### config.mk
export PLATFORM = sky130hd
export DESIGN_NAME = prim_ram_arb
export DESIGN_NICKNAME = d
export VERILOG_FILES = /design/src/rtl/prim_ram_arb_pkg.sv /design/src/rtl/prim_ram_arb.sv
export SDC_FILE = /design/constraint.sdc
export NUM_CORES = 1
export LEC_CHECK = 0
export CAP_MARGIN = 20
export CELL_PAD_IN_SITES_DETAIL_PLACEMENT = 0
export CELL_PAD_IN_SITES_GLOBAL_PLACEMENT = 1
export CORE_MARGIN = 2
export CORE_UTILIZATION = 17
export DETAILED_ROUTE_END_ITERATION = 7
export PLACE_DENSITY_LB_ADDON = 0.1
export SKIP_LAST_GASP = 1
export SYNTH_ARGS = -nofsm -noshare
export SYNTH_HDL_FRONTEND = slang
export SYNTH_SLANG_ARGS = --single-unit
### constraint.sdc
create_clock -name clk_i -period 3.6 [get_ports clk_i]
set_input_delay 0.72 -clock clk_i [delete_from_list [all_inputs] [get_ports clk_i]]
set_output_delay 0.72 -clock clk_i [all_outputs]
set_load 0.005 [all_outputs]
### src/rtl/prim_ram_arb_pkg.sv
// Shared types for the two-requester RAM arbiter: controller states and requester IDs.
package prim_ram_arb_pkg;

  typedef enum logic {
    INIT = 1'b0,
    RUN  = 1'b1
  } state_e;

  typedef enum logic {
    ReqA = 1'b0,
    ReqB = 1'b1
  } req_id_e;

  // Round-robin hand-off: after a grant, the other requester gets preference.
  function automatic req_id_e other_req(input req_id_e id);
    return (id == ReqA) ? ReqB : ReqA;
  endfunction

endpackage

### src/rtl/prim_ram_arb.sv
// Two-way round-robin arbiter in front of one RAM port, with a clear-on-reset
// (and on-demand) sweep that zeroes every word before requesters are served.
module prim_ram_arb
  import prim_ram_arb_pkg::*;
#(
  parameter int Width = 32,
  parameter int Depth = 128,
  parameter int Aw    = $clog2(Depth)
) (
  input  logic             clk_i,
  input  logic             rst_ni,
  input  logic             init_req_i,
  output logic             init_done_o,

  input  logic             a_req_i,
  input  logic             a_write_i,
  input  logic [Aw-1:0]    a_addr_i,
  input  logic [Width-1:0] a_wdata_i,
  output logic             a_gnt_o,
  output logic             a_rvalid_o,
  output logic [Width-1:0] a_rdata_o,

  input  logic             b_req_i,
  input  logic             b_write_i,
  input  logic [Aw-1:0]    b_addr_i,
  input  logic [Width-1:0] b_wdata_i,
  output logic             b_gnt_o,
  output logic             b_rvalid_o,
  output logic [Width-1:0] b_rdata_o,

  output logic             ram_req_o,
  output logic             ram_write_o,
  output logic [Aw-1:0]    ram_addr_o,
  output logic [Width-1:0] ram_wdata_o,
  input  logic [Width-1:0] ram_rdata_i
);

  localparam logic [Aw-1:0] LastAddr = Aw'(Depth - 1);

  state_e          state_q, state_d;
  logic [Aw-1:0]   cnt_q, cnt_d;
  req_id_e         prio_q, prio_d;

  logic            gnt_a, gnt_b, gnt_any;
  req_id_e         gnt_id;
  logic            sel_write;
  logic [Aw-1:0]   sel_addr;
  logic [Width-1:0] sel_wdata;

  logic            vld_p1;
  req_id_e         owner_p1;

  // Arbitration: a lone requester always wins, a tie goes to the preferred one.
  always_comb begin
    gnt_a = 1'b0;
    gnt_b = 1'b0;
    if (state_q == RUN) begin
      if (a_req_i && (!b_req_i || prio_q == ReqA)) begin
        gnt_a = 1'b1;
      end else if (b_req_i) begin
        gnt_b = 1'b1;
      end
    end
  end

  assign gnt_any   = gnt_a | gnt_b;
  assign gnt_id    = gnt_b ? ReqB : ReqA;
  assign sel_write = gnt_b ? b_write_i : a_write_i;
  assign sel_addr  = gnt_b ? b_addr_i  : a_addr_i;
  assign sel_wdata = gnt_b ? b_wdata_i : a_wdata_i;

  // State register
  always_ff @(posedge clk_i or negedge rst_ni) begin
    if (!rst_ni) begin
      state_q <= INIT;
      cnt_q   <= '0;
      prio_q  <= ReqA;
    end else begin
      state_q <= state_d;
      cnt_q   <= cnt_d;
      prio_q  <= prio_d;
    end
  end

  // Next-state logic; the counter rests at 0 in RUN so a re-clear starts at address 0.
  always_comb begin
    state_d = state_q;
    cnt_d   = '0;
    prio_d  = prio_q;
    unique case (state_q)
      INIT: begin
        if (cnt_q == LastAddr) begin
          state_d = RUN;
        end else begin
          cnt_d = cnt_q + Aw'(1);
        end
      end
      RUN: begin
        if (init_req_i) begin
          state_d = INIT;
        end
        if (gnt_any) begin
          prio_d = other_req(gnt_id);
        end
      end
      default: state_d = INIT;
    endcase
  end

  // Output logic
  always_comb begin
    init_done_o = 1'b0;
    ram_req_o   = 1'b0;
    ram_write_o = 1'b0;
    ram_addr_o  = '0;
    ram_wdata_o = '0;
    a_gnt_o     = 1'b0;
    b_gnt_o     = 1'b0;
    unique case (state_q)
      INIT: begin
        ram_req_o   = 1'b1;
        ram_write_o = 1'b1;
        ram_addr_o  = cnt_q;
      end
      RUN: begin
        init_done_o = 1'b1;
        a_gnt_o     = gnt_a;
        b_gnt_o     = gnt_b;
        if (gnt_any) begin
          ram_req_o   = 1'b1;
          ram_write_o = sel_write;
          ram_addr_o  = sel_addr;
          ram_wdata_o = sel_wdata;
        end
      end
      default: ;
    endcase
  end

  // ---- p1: read-response stage, aligned with the RAM's one-cycle latency ----
  always_ff @(posedge clk_i or negedge rst_ni) begin
    if (!rst_ni) begin
      vld_p1   <= 1'b0;
      owner_p1 <= ReqA;
    end else begin
      vld_p1 <= gnt_any & ~sel_write;
      if (gnt_any) begin
        owner_p1 <= gnt_id;
      end
    end
  end

  assign a_rvalid_o = vld_p1 && (owner_p1 == ReqA);
  assign b_rvalid_o = vld_p1 && (owner_p1 == ReqB);
  assign a_rdata_o  = a_rvalid_o ? ram_rdata_i : '0;
  assign b_rdata_o  = b_rvalid_o ? ram_rdata_i : '0;

endmodule

==> summary.md, run 1 <==
| Metric | Value |
|---|---|
| RSZ-0062 raised after global routing | no |
| # resized after CTS | 0 |
| Maxcap violations | 0 |
| Final worst slack | 0.331 ns |
| CTS tree | done |
| Reg2reg end | cnt_q[5]$_DFF_PN0_ |
| Cts hold-fix bufs | 0 |
| Die area | 11,600 sq um |
| R2R Path Start | cnt_q[0]$_DFF_PN0_ |
| CP Class | in2out |
| Setup Total Neg Slack | 0 ns |
| Met3 WL | around 700 microns |
| Diode count | 0 |
| Critical Path Sink Type | output pin |
| Die W | 108 microns |
| Hold path cells | 1 |
| Reg2Reg Depth | 4 |
| Register area | 275 sq um |
| Initial antenna violation count | 0 |
| Leakage power | about 0.0016 uW |
| Area occupied by multi-input gates | 1390 sq um |
| DP Cell Count | a little over 600 |
| Fin crit share | 0.908 |
| Worst Hold Endpoint | cnt_q[0]$_DFF_PN0_ |
| CP startpoint kind | input pin |
| DRT Pass-1 Iters | 4 |
| Number of setup buffers added after CTS | 0 |
| Min Tclk post-route | 3.27 ns |
| Slew Viols, Final | 0 |
| Share of cells above drive strength 1 | 0.0719 |
| Non-filler cells, final | 609 |
| Root Buffer | clkbuf_8 |
| Global route overflow | 0 |
| Syn Nets | 380 |
| Hold WC Path Type | reg2reg |
| Via count | 2,671 |
| Dpl hpwl | 6.99 mm |
| Final hold slack | 0.490 ns |
| Number of synthesized flops with an enable pin | 0 |
| Async S/R FF share, synth | 1.00 |
| Core ar. | approximately 10,000 sq um |
| DR WL met2 | between 4 and 5 mm |
| Worst-margin pin slew | 0.553 ns |
| Cell area after synthesis | about 1800 sq um |
| Sequential share of the synthesized area | 0.151 |
| DP Worst Slack | 0.316 ns |
| Synth Instances | 262 |
| Status | complete, no violations |
| FF+latch count, synth | 11 |
| Commonest non-fill, non-tap cells in the layout | clkdlybuf4s50_1 (225), nand2_1 (35), and3_1 (34), and2_1 (34), nand3_1 (24) |
| Largest net degree at the start of global routing | 61 |
| I/O Buffers | 226 |
| Met1 WL | 3.77 mm |
| Global-route usage over all layers | 0.145 |
| I/O pins | 227 |
| Synth Area per Inst | 6.96 sq um |
| DR iter-0 viols | 133 |
| WL/cell | 15.2 microns |
| DRC viols | 0 |
| Worst Hold Launch | cnt_q[0]$_DFF_PN0_ |
| Worst-Skew Late Latency | 0.24 ns |
| Area Overhead vs Synth | 132% |
| Via/cell ratio | 4.39 |
| Pwr per Cell Area | 189 nW/um^2 |
| Post-DRT Antenna Nets | 0 |
| Setup violators final | 0 |
| Vias in the first global route | 2,500 |
| Die Y-Extent | approximately 110 microns |
| Starting Density | 0.176 |
| Layout Skew | between 0.002 and 0.0025 ns |
| Max_slew headroom | 0.631 |
| Synth Flop Type | dfrtp_1 |
| Final WL | 9.26 mm |
| Top sig layer | met4 |
| Fmax | 306 MHz |
| CTS Buf Count | 3 |
| Syn. warnings | 0 |
| Placement Rows | 37 |
| First-pass GRT wire length | 13.7 mm |
| CTS Sinks | 11 |
| NumNets Final | approximately 590 |
| CTS max path bufs | 2 |
| Worst-path clk slew | 0.05 ns |
| Peak VDD IR | 0.000205 V |
| Critical Path RT | 2.88 ns |
| Fill count | between 1,000 and 1,500 |
| Routability Congestion | between 0.7 and 0.8 |
| Critical path arrival | 2.55 ns |
| Commonest non-fill, non-tap cell in the layout | clkdlybuf4s50_1 |
| H-tree levels | 1 |
| Hold Vio Cnt, Final | 0 |
| Reg-to-reg slack, setup | 2.24 ns |
| Unique masters post-synth | 32 |
| Crit Path Max Fanout | 24 |
-- cell usage after synthesis, types with 2 or more instances --
library cell | instances | share of area
a21boi_1 | 22 | 0.091
a21boi_2 | 10 | 0.062
a21oi_1 | 12 | 0.033
a32oi_1 | 7 | 0.034
and2_1 | 34 | 0.12
and3_1 | 34 | 0.12
buf_2 | 10 | 0.027
buf_6 | 3 | 0.019
clkbuf_1 | 13 | 0.027
dfrtp_1 | 11 | 0.15
nand2_1 | 35 | 0.072
nand3_1 | 24 | 0.066
nand3_2 | 10 | 0.055
nor2_1 | 15 | 0.031
o21ai_0 | 3 | 0.0082
or3_1 | 2 | 0.0069
xnor2_1 | 2 | 0.0096
-- metal layers --
metal,up-vias,GRT usage
met2,110,0.263
met5,-,0
li1,1341,-
met3,8,0.0333
met4,0,0.0220
met1,1212,0.178
-- flip-flops by register name, summed over array words and instances, names as in the netlist --
name	count
cnt_q	7
owner_p1	1
prio_q	1
state_q	1
vld_p1	1
-- where the power goes --
part | leakage (uW) | switching [uW] | internal (uW) | total [uW]
logic | 0.00147 | 177 | 269 | 446
registers | 0.000136 | 58.7 | 166 | 224
clock network | 0.0000228 | 47.7 | 77.9 | 126
-- cell type report --
| cell class | count | share of cell area |
|---|---|---|
| inverter | 1 | 0.000889 |
| tap | 136 | 0.0403 |
| clock buffer | 4 | 0.0107 |
| timing repair buffer | 235 | 0.554 |
| multi-input combinational | 222 | 0.329 |
| sequential | 11 | 0.0652 |
-- kinds of logic (layout without fill, tap and decap cells) --
group	after synthesis	in the layout	share of synthesized area
AND/OR/NAND/NOR	158	158	0.479
buffers and inverters	29	240	0.0872
multiplexers	1	1	0.00549
adder cells (fa/ha/maj)	1	1	0.00686
flip-flops	11	11	0.151
XOR/XNOR	3	3	0.0144
AO/OA/AOI/OAI	59	59	0.256
-- stage by stage --
step,total power [uW],utilization,area [sq um]
2_1_floorplan,407,-,1820
3_3_place_gp,671,0.403,4180
3_5_place_dp,673,0.403,4180
4_1_cts,808,0.407,4220
5_1_grt,872,0.407,4220
6_report,796,0.407,4220
-- how the worst max path moves through the flow --
stage	from	end	slack, ns	cells past startpoint
finish	a_req_i	ram_addr_o[6]	0.33	6
global route	a_req_i	ram_addr_o[4]	0.17	6
CTS	a_req_i	ram_addr_o[6]	0.30	6
detailed placement	a_req_i	ram_addr_o[6]	0.32	6
global placement	a_req_i	ram_addr_o[4]	0.37	6
floorplan	b_req_i	ram_wdata_o[10]	1.45	5
-- worst max-delay path, cell delays in order --
cell and delay, ns:
clkdlybuf4s50_1 0.54, a21boi_4 0.20, buf_4 0.29, a32oi_1 0.09, a21oi_1 0.18, clkdlybuf4s50_1 0.52
(Power assumes the default switching activity.)
==> run 2: changes to the inputs <==
- CTS_CLUSTER_DIAMETER: default -> 50
==> results of run 2 <==
No change in the layout: final DEF, timing and power equal those of run 1.
